**src/rtl/glyph_pkg.sv**
```systemverilog
// glyph_pkg: shared definitions for the glyph stroke drawer.
//   - stroke word layout (STROKE_W bits: valid, dir, x0, y0, len)
//   - letter codes for the glyphs held in glyph_rom
//   - drawer FSM state encoding
//   - helpers to build stroke words and convert half-unit offsets to pixels
package glyph_pkg;

    localparam int STROKE_W = 8;

    // Stroke word field positions (2-bit fields are addressed with +: 2)
    localparam int S_VALID = 7;
    localparam int S_DIR   = 6;
    localparam int S_X0    = 4;
    localparam int S_Y0    = 2;
    localparam int S_LEN   = 0;

    localparam logic DIR_H = 1'b0;
    localparam logic DIR_V = 1'b1;

    // Letter codes: 0..25 = A..Z, 26 = blank, 27..31 unused
    localparam logic [4:0] L_C     = 5'd2;
    localparam logic [4:0] L_E     = 5'd4;
    localparam logic [4:0] L_F     = 5'd5;
    localparam logic [4:0] L_H     = 5'd7;
    localparam logic [4:0] L_I     = 5'd8;
    localparam logic [4:0] L_L     = 5'd11;
    localparam logic [4:0] L_O     = 5'd14;
    localparam logic [4:0] L_T     = 5'd19;
    localparam logic [4:0] L_U     = 5'd20;
    localparam logic [4:0] L_BLANK = 5'd26;

    typedef enum logic [1:0] {
        ST_IDLE  = 2'd0,
        ST_FETCH = 2'd1,
        ST_DRAW  = 2'd2,
        ST_DONE  = 2'd3
    } state_e;

    // Build a valid stroke word
    function automatic logic [STROKE_W-1:0] mk_stroke(input logic dir, input logic [1:0] x0,
                                                      input logic [1:0] y0, input logic [1:0] len);
        return {1'b1, dir, x0, y0, len};
    endfunction

    // Half-unit offset -> pixels, clamped so unit 2 lands on the last pixel of the box
    function automatic int unit_off(input logic [1:0] u, input int half, input int seg_len);
        int v;
        v = int'(u) * half;
        return (v > seg_len - 1) ? seg_len - 1 : v;
    endfunction

endpackage

```
**src/rtl/glyph_rom.sv**
```systemverilog
// glyph_rom: combinational stroke table, (letter, stroke index) -> stroke word.
// Ports:
//   letter_i  glyph code (0..25 A..Z, 26 blank, 27..31 unused)
//   idx_i     stroke slot 0..MAX_STROKES-1
//   stroke_o  stroke word; all zero (invalid) for empty slots, blank and unlisted codes
module glyph_rom
    import glyph_pkg::*;
#(
    parameter int MAX_STROKES = 8,
    parameter int IDX_W       = (MAX_STROKES > 1) ? $clog2(MAX_STROKES) : 1
) (
    input  logic [4:0]          letter_i,
    input  logic [IDX_W-1:0]    idx_i,
    output logic [STROKE_W-1:0] stroke_o
);

    always_comb begin
        stroke_o = '0;
        case (letter_i)
            L_C: case (int'(idx_i))
                0: stroke_o = mk_stroke(DIR_H, 2'd0, 2'd0, 2'd2);
                1: stroke_o = mk_stroke(DIR_V, 2'd0, 2'd0, 2'd2);
                2: stroke_o = mk_stroke(DIR_H, 2'd0, 2'd2, 2'd2);
                default: ;
            endcase
            L_E: case (int'(idx_i))
                0: stroke_o = mk_stroke(DIR_V, 2'd0, 2'd0, 2'd2);
                1: stroke_o = mk_stroke(DIR_H, 2'd0, 2'd0, 2'd2);
                2: stroke_o = mk_stroke(DIR_H, 2'd0, 2'd1, 2'd2);
                3: stroke_o = mk_stroke(DIR_H, 2'd0, 2'd2, 2'd2);
                default: ;
            endcase
            L_F: case (int'(idx_i))
                0: stroke_o = mk_stroke(DIR_V, 2'd0, 2'd0, 2'd2);
                1: stroke_o = mk_stroke(DIR_H, 2'd0, 2'd0, 2'd2);
                2: stroke_o = mk_stroke(DIR_H, 2'd0, 2'd1, 2'd2);
                default: ;
            endcase
            L_H: case (int'(idx_i))
                0: stroke_o = mk_stroke(DIR_V, 2'd0, 2'd0, 2'd2);
                1: stroke_o = mk_stroke(DIR_H, 2'd0, 2'd1, 2'd2);
                2: stroke_o = mk_stroke(DIR_V, 2'd2, 2'd0, 2'd2);
                default: ;
            endcase
            L_I: case (int'(idx_i))
                0: stroke_o = mk_stroke(DIR_H, 2'd0, 2'd0, 2'd2);
                1: stroke_o = mk_stroke(DIR_V, 2'd1, 2'd0, 2'd2);
                2: stroke_o = mk_stroke(DIR_H, 2'd0, 2'd2, 2'd2);
                default: ;
            endcase
            L_L: case (int'(idx_i))
                0: stroke_o = mk_stroke(DIR_V, 2'd0, 2'd0, 2'd2);
                1: stroke_o = mk_stroke(DIR_H, 2'd0, 2'd2, 2'd2);
                default: ;
            endcase
            L_O: case (int'(idx_i))
                0: stroke_o = mk_stroke(DIR_H, 2'd0, 2'd0, 2'd2);
                1: stroke_o = mk_stroke(DIR_V, 2'd0, 2'd0, 2'd2);
                2: stroke_o = mk_stroke(DIR_V, 2'd2, 2'd0, 2'd2);
                3: stroke_o = mk_stroke(DIR_H, 2'd0, 2'd2, 2'd2);
                default: ;
            endcase
            L_T: case (int'(idx_i))
                0: stroke_o = mk_stroke(DIR_H, 2'd0, 2'd0, 2'd2);
                1: stroke_o = mk_stroke(DIR_V, 2'd1, 2'd0, 2'd2);
                default: ;
            endcase
            L_U: case (int'(idx_i))
                0: stroke_o = mk_stroke(DIR_V, 2'd0, 2'd0, 2'd2);
                1: stroke_o = mk_stroke(DIR_H, 2'd0, 2'd2, 2'd2);
                2: stroke_o = mk_stroke(DIR_V, 2'd2, 2'd0, 2'd2);
                default: ;
            endcase
            default: ;
        endcase
    end

endmodule

```
**src/rtl/glyph_stroke_drawer.sv**
```systemverilog
// glyph_stroke_drawer: draws one glyph as a sequence of horizontal/vertical strokes,
// one pixel per cycle, for the VGA adapter.
// Ports:
//   clk, reset            clock; asynchronous active-high reset
//   start                 1-cycle draw request, accepted only in IDLE with hold low
//   hold                  stall; freezes FSM/counters, forces plot low
//   letter                glyph code, latched on accepted start
//   origin_x/origin_y     top-left of glyph box, latched on accepted start
//   colour_in, erase      pixel colour and erase flag, latched on accepted start
//   out_x/out_y           current pixel (wraps modulo coordinate width)
//   colour_out            pixel colour (0 when erasing)
//   plot                  write strobe, one per pixel
//   busy                  high from FETCH through DONE
//   done                  1-cycle pulse at end of glyph
module glyph_stroke_drawer
    import glyph_pkg::*;
#(
    parameter int X_W         = 8,
    parameter int Y_W         = 7,
    parameter int SEG_LEN     = 32,
    parameter int MAX_STROKES = 8
) (
    input  logic           clk,
    input  logic           reset,
    input  logic           start,
    input  logic           hold,
    input  logic [4:0]     letter,
    input  logic [X_W-1:0] origin_x,
    input  logic [Y_W-1:0] origin_y,
    input  logic [2:0]     colour_in,
    input  logic           erase,
    output logic [X_W-1:0] out_x,
    output logic [Y_W-1:0] out_y,
    output logic [2:0]     colour_out,
    output logic           plot,
    output logic           busy,
    output logic           done
);

    localparam int HALF  = SEG_LEN / 2;
    localparam int PIX_W = (SEG_LEN > 1) ? $clog2(SEG_LEN) : 1;
    localparam int IDX_W = (MAX_STROKES > 1) ? $clog2(MAX_STROKES) : 1;
    localparam logic [IDX_W-1:0] IDX_LAST = IDX_W'(MAX_STROKES - 1);

    state_e               state_q, state_d;
    logic [IDX_W-1:0]     idx_q, idx_d;
    logic [PIX_W-1:0]     pix_q, pix_d;
    // valid bit is not kept: a stroke only reaches DRAW if it was valid
    logic [S_DIR:0]       stroke_q, stroke_d;
    logic [4:0]           letter_q, letter_d;
    logic [X_W-1:0]       org_x_q, org_x_d;
    logic [Y_W-1:0]       org_y_q, org_y_d;
    logic [2:0]           colour_q, colour_d;
    logic                 erase_q, erase_d;

    logic [STROKE_W-1:0]  rom_word;
    int                   fixed_off, along_off, x_off, y_off;
    logic                 last_pix;

    glyph_rom #(
        .MAX_STROKES (MAX_STROKES),
        .IDX_W       (IDX_W)
    ) u_rom (
        .letter_i (letter_q),
        .idx_i    (idx_q),
        .stroke_o (rom_word)
    );

    // Pixel offsets inside the glyph box for the current stroke/pixel
    always_comb begin
        fixed_off = 0;
        along_off = 0;
        x_off     = 0;
        y_off     = 0;
        if (stroke_q[S_DIR] == DIR_V) begin
            fixed_off = unit_off(stroke_q[S_X0 +: 2], HALF, SEG_LEN);
            along_off = unit_off(stroke_q[S_Y0 +: 2], HALF, SEG_LEN) + int'(pix_q);
            x_off     = fixed_off;
            y_off     = along_off;
        end else begin
            fixed_off = unit_off(stroke_q[S_Y0 +: 2], HALF, SEG_LEN);
            along_off = unit_off(stroke_q[S_X0 +: 2], HALF, SEG_LEN) + int'(pix_q);
            x_off     = along_off;
            y_off     = fixed_off;
        end
        // stroke ends at its length or at the box edge, whichever comes first
        last_pix = (int'(pix_q) == int'(stroke_q[S_LEN +: 2]) * HALF - 1) ||
                   (along_off >= SEG_LEN - 1);
    end

    always_comb begin
        state_d  = state_q;
        idx_d    = idx_q;
        pix_d    = pix_q;
        stroke_d = stroke_q;
        letter_d = letter_q;
        org_x_d  = org_x_q;
        org_y_d  = org_y_q;
        colour_d = colour_q;
        erase_d  = erase_q;
        if (!hold) begin
            case (state_q)
                ST_IDLE: begin
                    if (start) begin
                        state_d  = ST_FETCH;
                        idx_d    = '0;
                        pix_d    = '0;
                        letter_d = letter;
                        org_x_d  = origin_x;
                        org_y_d  = origin_y;
                        colour_d = colour_in;
                        erase_d  = erase;
                    end
                end
                ST_FETCH: begin
                    stroke_d = rom_word[S_DIR:0];
                    pix_d    = '0;
                    if (!rom_word[S_VALID]) begin
                        state_d = ST_DONE;
                    end else if (rom_word[S_LEN +: 2] == 2'd0) begin
                        // zero-length slot: skip it without drawing
                        if (idx_q == IDX_LAST) state_d = ST_DONE;
                        else                   idx_d   = idx_q + IDX_W'(1);
                    end else begin
                        state_d = ST_DRAW;
                    end
                end
                ST_DRAW: begin
                    if (last_pix) begin
                        pix_d = '0;
                        if (idx_q == IDX_LAST) begin
                            state_d = ST_DONE;
                        end else begin
                            idx_d   = idx_q + IDX_W'(1);
                            state_d = ST_FETCH;
                        end
                    end else begin
                        pix_d = pix_q + PIX_W'(1);
                    end
                end
                ST_DONE: state_d = ST_IDLE;
                default: state_d = ST_IDLE;
            endcase
        end
    end

    always_ff @(posedge clk or posedge reset) begin
        if (reset) begin
            state_q  <= ST_IDLE;
            idx_q    <= '0;
            pix_q    <= '0;
            stroke_q <= '0;
            letter_q <= '0;
            org_x_q  <= '0;
            org_y_q  <= '0;
            colour_q <= '0;
            erase_q  <= 1'b0;
        end else begin
            state_q  <= state_d;
            idx_q    <= idx_d;
            pix_q    <= pix_d;
            stroke_q <= stroke_d;
            letter_q <= letter_d;
            org_x_q  <= org_x_d;
            org_y_q  <= org_y_d;
            colour_q <= colour_d;
            erase_q  <= erase_d;
        end
    end

    // Coordinates wrap modulo the port width; no clipping
    assign out_x      = X_W'(int'(org_x_q) + x_off);
    assign out_y      = Y_W'(int'(org_y_q) + y_off);
    assign colour_out = erase_q ? 3'b000 : colour_q;
    assign plot       = (state_q == ST_DRAW) && !hold;
    assign busy       = (state_q != ST_IDLE);
    assign done       = (state_q == ST_DONE);

endmodule

```
**config.mk**
```make
export PLATFORM = sky130hd
export DESIGN_NAME = glyph_stroke_drawer
export DESIGN_NICKNAME = d
export VERILOG_FILES = /design/src/rtl/glyph_pkg.sv /design/src/rtl/glyph_rom.sv /design/src/rtl/glyph_stroke_drawer.sv
export SDC_FILE = /design/constraint.sdc
export NUM_CORES = 1
export LEC_CHECK = 0
export ABC_AREA = 0
export CAP_MARGIN = 20
export CORE_MARGIN = 3
export CORE_UTILIZATION = 35
export CTS_CLUSTER_SIZE = 25
export DETAILED_ROUTE_END_ITERATION = 8
export GPL_TIMING_DRIVEN = 0
export PLACE_DENSITY = 0.61
export SYNTH_ARGS = -nofsm -noshare
export SYNTH_HDL_FRONTEND = slang
export SYNTH_SLANG_ARGS = --single-unit
```
**constraint.sdc**
```tcl
create_clock -name clk -period 7.5 [get_ports clk]
set_input_delay 1.5 -clock clk [delete_from_list [all_inputs] [get_ports clk]]
set_output_delay 1.5 -clock clk [all_outputs]
set_load 0.01 [all_outputs]
```
==> flow_metrics.py <==
metrics = {
    "run_status": {
        "status": "completed",
    },
    "clock_tree": {
        "cts_root_buf": "clkbuf_8",
        "clk_pin_slew_worst_paths_ns": 0.07,
        "clock_latency_ns": 0.29,
        "cts_buffers": 5,
        "cts_hold_buffers": 0,
        "cts_setup_buffers": 0,
        "clockBufferDepth": 2,
        "cts_tree": "done",
        "ctsHtreeMaxLevel": 2,
        "cts.sinks": 40,
        "cts_resized": 0,
    },
    "worst_setup_path": {
        "cp.arrival_ns": 3.75,
        "rr_worst_depth": 8,
        "start_kind": "register",
        "r2r-end": "idx_q[1]$_DFFE_PP0P_",
        "cp_max_fo": 9,
        "endpoint_kind": "output port",
        "critPathRequiredTime_ns": 6.00,
        "critPathKind": "register to output port",
        "r2r_setup_slack_ns": 4.52,
        "rr_startpoint": "stroke_q[3]$_DFFE_PP0P_",
    },
    "power": {
        "peakVddDrop_v": 0.0001596,
        "power.density_mw_per_mm2": 376.6,
        "leakagePower_nw": 1.772,
    },
    "sta": {
        "tightest_slew_ns": 0.8361,
        "slew_violations": 0,
        "finalHoldViolCount": 0,
        "slew_headroom": 0.4418,
        "min_period_over_period": 0.7002,
        "hold_ws_ns": 0.5005,
        "finalCriticalPeriod_ns": 5.251,
        "rsz0062_at_grt": "false",
        "tns_ns": 0,
        "fmax_ghz": 0.1904,
        "setup_viol": 0,
        "finClkSkew_ns": 0.006341,
    },
    "synthesis": {
        "synthTopCellsByArea": "dfrtp_1, ha_1, mux2_2, nand2_1, a21oi_1",
        "synth_fp_nets": 400,
        "yosys.area.top_type": "dfrtp_1",
        "synth_seq_cells": 40,
        "yosys.area.top_type_share": 0.3150,
        "synthDistinctLibCells": 55,
        "synth_edf_count": 0,
        "syn_inst": 335,
        "synth_top_flop_cell": "dfrtp_1",
        "syn_area_mm2": 0.003178,
        "syn_avg_cell_area_um2": 9.487,
        "synthArstFlopShare": 1.000,
        "ys_seq_area_frac": 0.3150,
        "yosysWarnings": 0,
    },
    "die": {
        "io_pins": 49,
        "die_w_um": 101.3,
        "start_util": 0.3626,
        "die_h_um": 101.3,
        "rows": 34,
        "core-area_mm2": 0.008763,
        "dieArea_mm2": 0.01026,
    },
    "grt": {
        "first_global_vias": 2621,
        "grt_max_degree": 41,
        "grt_use_total": 0.1438,
        "grt_overflow": 0,
        "grt_first_pass_wirelength_um": 12010,
        "antenna_found_initial": 0,
    },
    "drt": {
        "routed_via_density": 5.323,
        "drc": 0,
        "wire_per_inst_um": 14.33,
        "dr.pass1.iters": 4,
        "ant_nets": 0,
        "routed_wl_um": 7136,
        "drt_iter0_drc": 99,
        "vias": 2651,
    },
    "min_path": {
        "hold_end": "stroke_q[4]$_DFFE_PP0P_",
        "hold_path_depth": 1,
        "min_path_type": "register to register",
        "min_from": "stroke_q[4]$_DFFE_PP0P_",
    },
    "place": {
        "io_buffer_count": 48,
        "place_inst": 491,
        "hpwl_um": 5644,
        "gp_congestion": 0.8742,
    },
    "layout": {
        "finish.net_count": 455,
        "area_growth_pct": 21.81,
        "diodes": 0,
        "final_cell_mix": "clkdlybuf4s50_1, dfrtp_1, ha_1",
        "drive_gt1_frac": 0.1231,
        "final_common_cell": "clkdlybuf4s50_1",
        "utilization": 0.4417,
        "fill_cells": 870,
        "finalNonFillerCells": 498,
    },
    "job": {
        "drv_cap": 0,
    },
}
==> kinds of logic (layout without fill, tap and decap cells) <==
family / Yosys count / in the layout / share of synthesized area
buffers and inverters: 34 / 89 / 0.04094
muxes: 28 / 28 / 0.09843
xor gates and xnor gates: 16 / 16 / 0.04409
adders and majority gates: 37 / 37 / 0.1551
DFF: 40 / 40 / 0.3150
and+or+nand+nor: 94 / 94 / 0.1476
AOI/OAI and AO/OA: 86 / 86 / 0.1988
==> where the power goes <==
group / leakage (nW) / internal [mW] / switching (mW)
Combinational: 1.23 / 0.464 / 0.461
Clock: 0.0410 / 0.0634 / 0.0768
Sequential: 0.503 / 0.308 / 0.0856
Total: 1.77 / 0.835 / 0.623
==> sequential cells by signal, indices dropped and copies added (netlist names) <==
register	flops
stroke_q	6
erase_q	1
colour_q	3
org_x_q	8
pix_q	5
idx_q	3
state_q	2
letter_q	5
org_y_q	7
==> area by class of cell <==
type / count / area (µm²) / area share
well taps: 108 / 135.1 / 0.03491
repair buffers: 48 / 480.5 / 0.1241
multi-input cells: 261 / 2047 / 0.5288
clock inverters: 1 / 5.005 / 0.001293
plain buffers: 12 / 47.55 / 0.01228
flip-flops and latches: 40 / 1001 / 0.2586
clock buffers: 6 / 72.57 / 0.01875
inverters: 22 / 82.58 / 0.02133
==> worst max path at each step <==
stage,to,slack (ns),depth (start not counted),from
2_1_floorplan,out_x[7],3.28,11,stroke_q[5]$_DFFE_PP0P_
3_3_place_gp,out_x[7],2.59,12,stroke_q[5]$_DFFE_PP0P_
3_5_place_dp,out_x[7],2.53,12,stroke_q[5]$_DFFE_PP0P_
4_1_cts,out_x[7],2.21,12,stroke_q[5]$_DFFE_PP0P_
5_1_grt,out_x[7],2.00,12,stroke_q[5]$_DFFE_PP0P_
6_report,out_x[7],2.25,12,stroke_q[5]$_DFFE_PP0P_
==> per-stage QoR <==
step	setup slack, ns	area (µm²)	power [mW]
floorplan	3.279	3178	0.9931
global route	2.000	3871	1.588
global placement	2.587	3794	1.300
detailed placement	2.533	3794	1.328
CTS	2.205	3871	1.474
finish	2.249	3871	1.458
==> Yosys cell counts (3+ instances only) <==
cell type	number
o21ai_0	10
nand3_1	10
o21bai_1	4
a211o_1	4
fa_1	4
xor2_1	5
a32oi_1	4
nor3_1	7
clkbuf_1	9
nand2_1	27
nor2b_1	8
a22o_1	5
a21oi_1	20
nand2b_1	6
inv_1	22
o211ai_1	4
nand3b_1	3
ha_1	33
and3_1	3
or2_2	4
a31oi_1	5
nor2_1	17
mux2_2	26
a21o_1	4
xnor2_1	11
dfrtp_1	40
a211oi_1	4
==> worst max-delay path, stage by stage (launching register included) <==
cell and delay (ns):
dfrtp_1 0.50, ha_1 0.27, fa_1 0.47, nor2b_1 0.15, nand2b_1 0.19, ha_1 0.25
a21o_1 0.15, a21oi_1 0.22, o21bai_1 0.09, a21oi_1 0.29, mux2i_1 0.23, a211o_1 0.12
clkdlybuf4s50_1 0.52
==> per-layer routing <==
| metal | track usage | part of all wire | up-vias |
|---|---|---|---|
| li1 | - | - | 1332 |
| met1 | 0.1797 | 0.44 | 1232 |
| met2 | 0.2495 | 0.49 | 70 |
| met3 | 0.02479 | 0.050 | 17 |
| met4 | 0.05010 | 0.024 | 0 |
| met5 | 0 | 0 | - |
No activity file was read; power rests on OpenSTA's default activity.
